[src/rtl/alu_seq_pkg.sv]
// Shared definitions for the ALU instruction sequencer: opcodes, FSM states,
// alu_op bit indices and IR field positions.
package alu_seq_pkg;

  localparam int unsigned OP_MSB = 31;
  localparam int unsigned RA_MSB = 26;
  localparam int unsigned RA_LSB = 23;
  localparam int unsigned RB_MSB = 22;
  localparam int unsigned RB_LSB = 19;
  localparam int unsigned RC_MSB = 18;
  localparam int unsigned RC_LSB = 15;

  localparam logic [4:0] OP_ADD  = 5'b00011;
  localparam logic [4:0] OP_SUB  = 5'b00100;
  localparam logic [4:0] OP_AND  = 5'b00101;
  localparam logic [4:0] OP_OR   = 5'b00110;
  localparam logic [4:0] OP_ROR  = 5'b00111;
  localparam logic [4:0] OP_ROL  = 5'b01000;
  localparam logic [4:0] OP_SHR  = 5'b01001;
  localparam logic [4:0] OP_SHRA = 5'b01010;
  localparam logic [4:0] OP_SHL  = 5'b01011;
  localparam logic [4:0] OP_DIV  = 5'b01111;
  localparam logic [4:0] OP_MUL  = 5'b10000;
  localparam logic [4:0] OP_NEG  = 5'b10001;
  localparam logic [4:0] OP_NOT  = 5'b10010;
  localparam logic [4:0] OP_NOP  = 5'b11010;
  localparam logic [4:0] OP_HALT = 5'b11011;

  localparam int unsigned ALU_ADD  = 0;
  localparam int unsigned ALU_SUB  = 1;
  localparam int unsigned ALU_AND  = 2;
  localparam int unsigned ALU_OR   = 3;
  localparam int unsigned ALU_ROR  = 4;
  localparam int unsigned ALU_ROL  = 5;
  localparam int unsigned ALU_SHR  = 6;
  localparam int unsigned ALU_SHRA = 7;
  localparam int unsigned ALU_SHL  = 8;
  // MUL and DIV share one bit: the datapath's mul/div unit selects by opcode
  localparam int unsigned ALU_MUL  = 9;
  localparam int unsigned ALU_DIV  = 9;
  localparam int unsigned ALU_NEG  = 10;
  localparam int unsigned ALU_NOT  = 11;

  typedef enum logic [3:0] {
    T0, T1, T2, T3, T4, T5, T6, HALT, STEP_WAIT
  } state_e;

  typedef enum logic [2:0] {
    CLS_NOP, CLS_BIN, CLS_UN, CLS_MD, CLS_HALT
  } op_class_e;

  function automatic op_class_e classify(input logic [4:0] op);
    op_class_e c;
    case (op)
      OP_ADD, OP_SUB, OP_AND, OP_OR, OP_ROR,
      OP_ROL, OP_SHR, OP_SHRA, OP_SHL:  c = CLS_BIN;
      OP_NEG, OP_NOT:                   c = CLS_UN;
      OP_MUL, OP_DIV:                   c = CLS_MD;
      OP_HALT:                          c = CLS_HALT;
      default:                          c = CLS_NOP;
    endcase
    return c;
  endfunction

  function automatic logic [11:0] alu_decode(input logic [4:0] op);
    logic [11:0] v;
    v = '0;
    case (op)
      OP_ADD:  v[ALU_ADD]  = 1'b1;
      OP_SUB:  v[ALU_SUB]  = 1'b1;
      OP_AND:  v[ALU_AND]  = 1'b1;
      OP_OR:   v[ALU_OR]   = 1'b1;
      OP_ROR:  v[ALU_ROR]  = 1'b1;
      OP_ROL:  v[ALU_ROL]  = 1'b1;
      OP_SHR:  v[ALU_SHR]  = 1'b1;
      OP_SHRA: v[ALU_SHRA] = 1'b1;
      OP_SHL:  v[ALU_SHL]  = 1'b1;
      OP_MUL:  v[ALU_MUL]  = 1'b1;
      OP_DIV:  v[ALU_DIV]  = 1'b1;
      OP_NEG:  v[ALU_NEG]  = 1'b1;
      OP_NOT:  v[ALU_NOT]  = 1'b1;
      default: v = '0;
    endcase
    return v;
  endfunction

endpackage

[src/rtl/alu_instr_sequencer_reg_sel.sv]
// Expands a 4-bit register field plus enable into a one-hot register select.
module reg_sel_decoder #(
  parameter int unsigned NREG = 16
) (
  input  logic [3:0]      field,
  input  logic            en,
  output logic [NREG-1:0] onehot
);

  always_comb begin
    onehot = '0;
    for (int unsigned i = 0; i < NREG; i++) begin
      if (en && (field == i[3:0])) onehot[i] = 1'b1;
    end
  end

endmodule

[src/rtl/alu_instr_sequencer.sv]
// Fetch/execute control unit for register-format ALU instructions.
// Optional single-step mode: define ALU_SEQ_SINGLE_STEP_EN.
module alu_instr_sequencer
  import alu_seq_pkg::*;
#(
  parameter int unsigned OPW  = 5,
  parameter int unsigned NREG = 16
) (
  input  logic            clock,
  input  logic            clear,
  input  logic [31:0]     ir,
  input  logic            mem_rdy,
  input  logic            step,
  output logic [NREG-1:0] r_in,
  output logic [NREG-1:0] r_out,
  output logic            pc_out,
  output logic            pc_in,
  output logic            inc_pc,
  output logic            mar_in,
  output logic            mdr_in,
  output logic            mdr_out,
  output logic            md_mux_read,
  output logic            ir_in,
  output logic            y_in,
  output logic            zlow_in,
  output logic            zhigh_in,
  output logic            zlow_out,
  output logic            zhigh_out,
  output logic            hi_in,
  output logic            lo_in,
  output logic [11:0]     alu_op,
  output logic            run,
  output logic            busy
);

  state_e    state_q, state_d;
  op_class_e op_cls;
  logic [OPW-1:0] opcode;
  logic [3:0] ra, rb, rc;
  logic [3:0] rin_sel, rout_sel;
  logic       rin_en, rout_en, alu_en;
  logic       step_go;
  logic       unused_ir;

  assign opcode    = ir[OP_MSB -: OPW];
  assign ra        = ir[RA_MSB:RA_LSB];
  assign rb        = ir[RB_MSB:RB_LSB];
  assign rc        = ir[RC_MSB:RC_LSB];
  assign op_cls    = classify(opcode);
  assign unused_ir = ^ir[RC_LSB-1:0];

`ifdef ALU_SEQ_SINGLE_STEP_EN
  localparam state_e FINAL_STATE = STEP_WAIT;
  logic armed_q, armed_d;

  // A step=0 cycle re-arms; an advance disarms until step is released.
  always_comb begin
    armed_d = !step || (armed_q && (state_q != STEP_WAIT));
    step_go = step && armed_q;
  end

  always_ff @(posedge clock or posedge clear) begin
    if (clear) armed_q <= 1'b0;
    else       armed_q <= armed_d;
  end
`else
  localparam state_e FINAL_STATE = T0;
  logic unused_step;
  assign unused_step = step;
  assign step_go     = 1'b1;
`endif

  always_ff @(posedge clock or posedge clear) begin
    if (clear) state_q <= T0;
    else       state_q <= state_d;
  end

  always_comb begin
    state_d     = state_q;
    pc_out      = 1'b0;
    pc_in       = 1'b0;
    inc_pc      = 1'b0;
    mar_in      = 1'b0;
    mdr_in      = 1'b0;
    mdr_out     = 1'b0;
    md_mux_read = 1'b0;
    ir_in       = 1'b0;
    y_in        = 1'b0;
    zlow_in     = 1'b0;
    zhigh_in    = 1'b0;
    zlow_out    = 1'b0;
    zhigh_out   = 1'b0;
    hi_in       = 1'b0;
    lo_in       = 1'b0;
    rin_en      = 1'b0;
    rout_en     = 1'b0;
    rin_sel     = ra;
    rout_sel    = rb;
    alu_en      = 1'b0;

    case (state_q)
      T0: begin
        state_d = T1;
        pc_out  = 1'b1;
        mar_in  = 1'b1;
        inc_pc  = 1'b1;
        zlow_in = 1'b1;
      end
      T1: begin
        md_mux_read = 1'b1;
        mdr_in      = 1'b1;
        // PC reload only on the exit cycle, so a stalled fetch increments once
        if (mem_rdy) begin
          state_d  = T2;
          zlow_out = 1'b1;
          pc_in    = 1'b1;
        end
      end
      T2: begin
        state_d = T3;
        mdr_out = 1'b1;
        ir_in   = 1'b1;
      end
      T3: begin
        case (op_cls)
          CLS_BIN: begin
            state_d = T4;
            rout_en = 1'b1;
            y_in    = 1'b1;
          end
          CLS_UN: begin
            state_d = T4;
            rout_en = 1'b1;
            alu_en  = 1'b1;
            zlow_in = 1'b1;
          end
          CLS_MD: begin
            state_d  = T4;
            rout_en  = 1'b1;
            rout_sel = ra;
            y_in     = 1'b1;
          end
          CLS_HALT: state_d = HALT;
          default:  state_d = FINAL_STATE;
        endcase
      end
      T4: begin
        case (op_cls)
          CLS_BIN: begin
            state_d  = T5;
            rout_en  = 1'b1;
            rout_sel = rc;
            alu_en   = 1'b1;
            zlow_in  = 1'b1;
          end
          CLS_UN: begin
            state_d  = FINAL_STATE;
            zlow_out = 1'b1;
            rin_en   = 1'b1;
          end
          CLS_MD: begin
            state_d  = T5;
            rout_en  = 1'b1;
            alu_en   = 1'b1;
            zlow_in  = 1'b1;
            zhigh_in = 1'b1;
          end
          default: state_d = T0;
        endcase
      end
      T5: begin
        case (op_cls)
          CLS_BIN: begin
            state_d  = FINAL_STATE;
            zlow_out = 1'b1;
            rin_en   = 1'b1;
          end
          CLS_MD: begin
            state_d  = T6;
            zlow_out = 1'b1;
            lo_in    = 1'b1;
          end
          default: state_d = T0;
        endcase
      end
      T6: begin
        state_d   = FINAL_STATE;
        zhigh_out = 1'b1;
        hi_in     = 1'b1;
      end
      HALT:      state_d = HALT;
      STEP_WAIT: state_d = step_go ? T0 : STEP_WAIT;
      default:   state_d = T0;
    endcase

    // Reset forces state to T0 asynchronously; mask T0's strobes while held
    if (clear) begin
      pc_out      = 1'b0;
      inc_pc      = 1'b0;
      mar_in      = 1'b0;
      zlow_in     = 1'b0;
      pc_in       = 1'b0;
      mdr_in      = 1'b0;
      mdr_out     = 1'b0;
      md_mux_read = 1'b0;
      ir_in       = 1'b0;
      y_in        = 1'b0;
      zhigh_in    = 1'b0;
      zlow_out    = 1'b0;
      zhigh_out   = 1'b0;
      hi_in       = 1'b0;
      lo_in       = 1'b0;
      rin_en      = 1'b0;
      rout_en     = 1'b0;
      alu_en      = 1'b0;
    end
  end

  always_comb begin
    alu_op = alu_en ? alu_decode(opcode[4:0]) : '0;
    run    = (state_q != HALT);
    busy   = (state_q != T0) && (state_q != STEP_WAIT);
  end

  reg_sel_decoder #(.NREG(NREG)) u_rin_dec (
    .field  (rin_sel),
    .en     (rin_en),
    .onehot (r_in)
  );

  reg_sel_decoder #(.NREG(NREG)) u_rout_dec (
    .field  (rout_sel),
    .en     (rout_en),
    .onehot (r_out)
  );

endmodule

[config.mk]
export PLATFORM = sky130hd
export DESIGN_NAME = alu_instr_sequencer
export DESIGN_NICKNAME = d
export VERILOG_FILES = /design/src/rtl/alu_seq_pkg.sv /design/src/rtl/alu_instr_sequencer_reg_sel.sv /design/src/rtl/alu_instr_sequencer.sv
export SDC_FILE = /design/constraint.sdc
export NUM_CORES = 1
export LEC_CHECK = 0
export BUFFER_PORTS_ARGS = -buffer_cell sky130_fd_sc_hd__clkbuf_2
export CORE_ASPECT_RATIO = 0.5
export CORE_UTILIZATION = 38
export CTS_CLUSTER_DIAMETER = 200
export DETAILED_ROUTE_END_ITERATION = 16
export GPL_ROUTABILITY_DRIVEN = 0
export HOLD_SLACK_MARGIN = 0.15
export PLACE_DENSITY = 0.86
export SKIP_CTS_REPAIR_TIMING = 1
export SYNTH_ARGS = -nofsm -noshare
export SYNTH_HDL_FRONTEND = slang
export SYNTH_SLANG_ARGS = --single-unit
[constraint.sdc]
create_clock -name clock -period 3.3 [get_ports clock]
set_input_delay 0.66 -clock clock [delete_from_list [all_inputs] [get_ports clock]]
set_output_delay 0.66 -clock clock [all_outputs]
set_load 0.05 [all_outputs]
==> metrics.txt <==
run status=complete, but fails checks; failing checks=negative setup slack; Overflow after GRT=0; Top reg by flops=state_q; Leakage=0.998 nW; 1st-iter DRT viols=136; VDD IR max=0.000344 V; synthesized area per cell=6.28 sq um; Worst R2R Path Depth=6; metal2 WL=2240 um; Vias/cell=5.89; Setup TNS Final=-37.0 ps; kind of critical path=primary input to primary output; Final setup violation count=2; std cell rows=13; first-pass iteration count of the detailed router=5; Non-Filler Instances=295; Primary FF master, synth=dfrtp_1; M1 WL=1820 um; Power, Total=0.805 mW; top cell type's share of synthesized area=8.34%; Yosys reg bits=3; Hold Slack=475 ps; Synthesized Nets=208; Via Count=1738; Crit path required time=2640 ps; area leader, netlist=nor3_1; Top Registers=state_q (3); Crit. End Element=primary output; Post-synth EDFFs=0; ANT cells=0; Max Root-Sink Buffers=2; Data arrival, critical path=2670 ps; HP Class=primary input to asynchronous set/reset pin; Max Freq=301 MHz; synth unique cells=45; largest net degree at the start of global routing=18; io pins=97; DRC Markers=0; Initial Utilization=40.7%; Worst Max-Slew Pin Slew=454 ps; Post-Syn Instances=172; final hold vios=0; Max FO, Critical Path=9; initial antenna violation count=0; Filler cells=180; core area=2650 sq um; CTS tree=done; Syn Std Cell Area=1080 sq um; pwr dens=412 nW/um^2; die outline width=77.4 um; CTS clk-pin slew, worst paths=30 ps; period utilisation layout=101%; top cells by area, synth=nor3_1 8.3%, nor2_1 8.3%, and3_1 7.0%; DP HPWL=3080 um; Root Driver=clkbuf_8; clk sinks=3; Worst setup SP type=primary input; worst slack, placed=-60.4 ps; warnings from Yosys=0; synthesis-to-finish area growth=80.8%; Slew headroom=69.6%; WL final=4490 um; top sig layer=met4; Worst-Skew Late Latency=220 ps; vias in the first global route=1273; Tot GR Track Use=23.7%; die area=3070 sq um; layout cells sized above 1=54.7%; total of max-cap violations=0; Worst Skew=0.551 ps; die height=39.7 um; antenna-violating nets left=0; async set-or-reset flop fraction in the synthesized netlist=100%; WL/cell=15.2 um; H-tree levels=1; Final Net Count=295; Buffers on Ports=80; first-pass GRT wire length=5710 um; worst setup margin=-25.5 ps; Pins Over Slew Limit=0; total CTS buffers=3; dpl cells=288; fin crit period=3330 ps; max reg flops=3; sequential area share after synthesis=6.95%; met3 wire len=364 um
[metrics by stage]
step / instance area [sq um] / util (%)
4_1_cts: 1850 / 69.9
3_3_place_gp: 1810 / 68.2
5_1_grt: 1950 / 73.6
6_report: 1950 / 73.6
2_1_floorplan: 1250 / -
3_5_place_dp: 1810 / 68.2
[power by group]
group	internal, mW	switching [mW]	leakage (nW)
clock	0.0828	0.0284	0.0228
combinational	0.175	0.460	0.939
sequential	0.0533	0.00597	0.0369
total	0.311	0.494	0.998
[synth_stat cells, drive strengths merged, types with 3 or more instances]
master / number
nand3b: 4
o21ai: 3
clkbuf: 6
nor3b: 3
inv: 4
nand4: 3
a21oi: 8
nor2: 24
dfrtp: 3
nor3: 20
and3: 12
nor2b: 4
nand2: 16
buf: 10
o211ai: 3
o22ai: 3
or3: 4
nand3: 9
nor4b: 4
and2: 3
[worst max-delay path: stages]
cell	delay [ps]
buf_2	240
nand4_1	250
o2bb2ai_4	290
buf_4	160
a31oi_1	100
buf_4	170
nor2_1	100
o211ai_1	200
nor2_1	200
buf_2	290
[final cells by class]
| type | count | area (sq um) | share of cell area (%) |
|---|---|---|---|
| multi-input cells | 149 | 1130 | 58.0 |
| repair buffers | 98 | 638 | 32.7 |
| flip-flops and latches | 3 | 75.1 | 3.85 |
| well taps | 37 | 46.3 | 2.37 |
| clock buffers | 4 | 45.0 | 2.31 |
| inverters | 4 | 15.0 | 0.769 |
[final timing paths]
check                      startpoint          to  slack, ps
min reg2reg                state_q[2]  state_q[1]        670
min                             clear  state_q[0]        470
max                            ir[29]   r_out[15]        -30
max reg2reg                state_q[2]  state_q[2]       1730
max in group asynchronous       clear  state_q[1]       2670
min in group clock         state_q[2]  state_q[1]        670
[cell families (layout without fill, tap and decap cells)]
| logic type | count (synthesis) | count (layout) | share of synthesized area, % |
|---|---|---|---|
| AO/OA/AOI/OAI | 34 | 34 | 23.2 |
| buffers and inverters | 20 | 106 | 9.50 |
| flip-flops | 3 | 3 | 6.95 |
| multiplexers | 3 | 3 | 2.90 |
| AND/OR/NAND/NOR | 112 | 112 | 57.5 |
[cell usage in the layout (no fill, tap or decap), types with 4 or more instances in the layout]
master	synthesis	layout
a21oi_1	7	7
nor3_4	2	12
nor3_2	0	7
nand3_1	9	9
nand2_1	16	16
inv_1	4	4
buf_4	6	18
nand3b_1	4	4
and3_1	12	12
or3_1	4	4
clkbuf_2	0	57
nor2_1	24	20
clkbuf_4	0	5
buf_12	0	6
buf_2	4	12
nor2_2	0	4
[layer usage]
metal  global-route usage (%)  up-vias
met5                        0        -
met1                     31.0      796
li1                         -      809
met4                     6.60        0
met3                     2.33       18
met2                     42.7      115
Power figures use the tool's default switching activity.
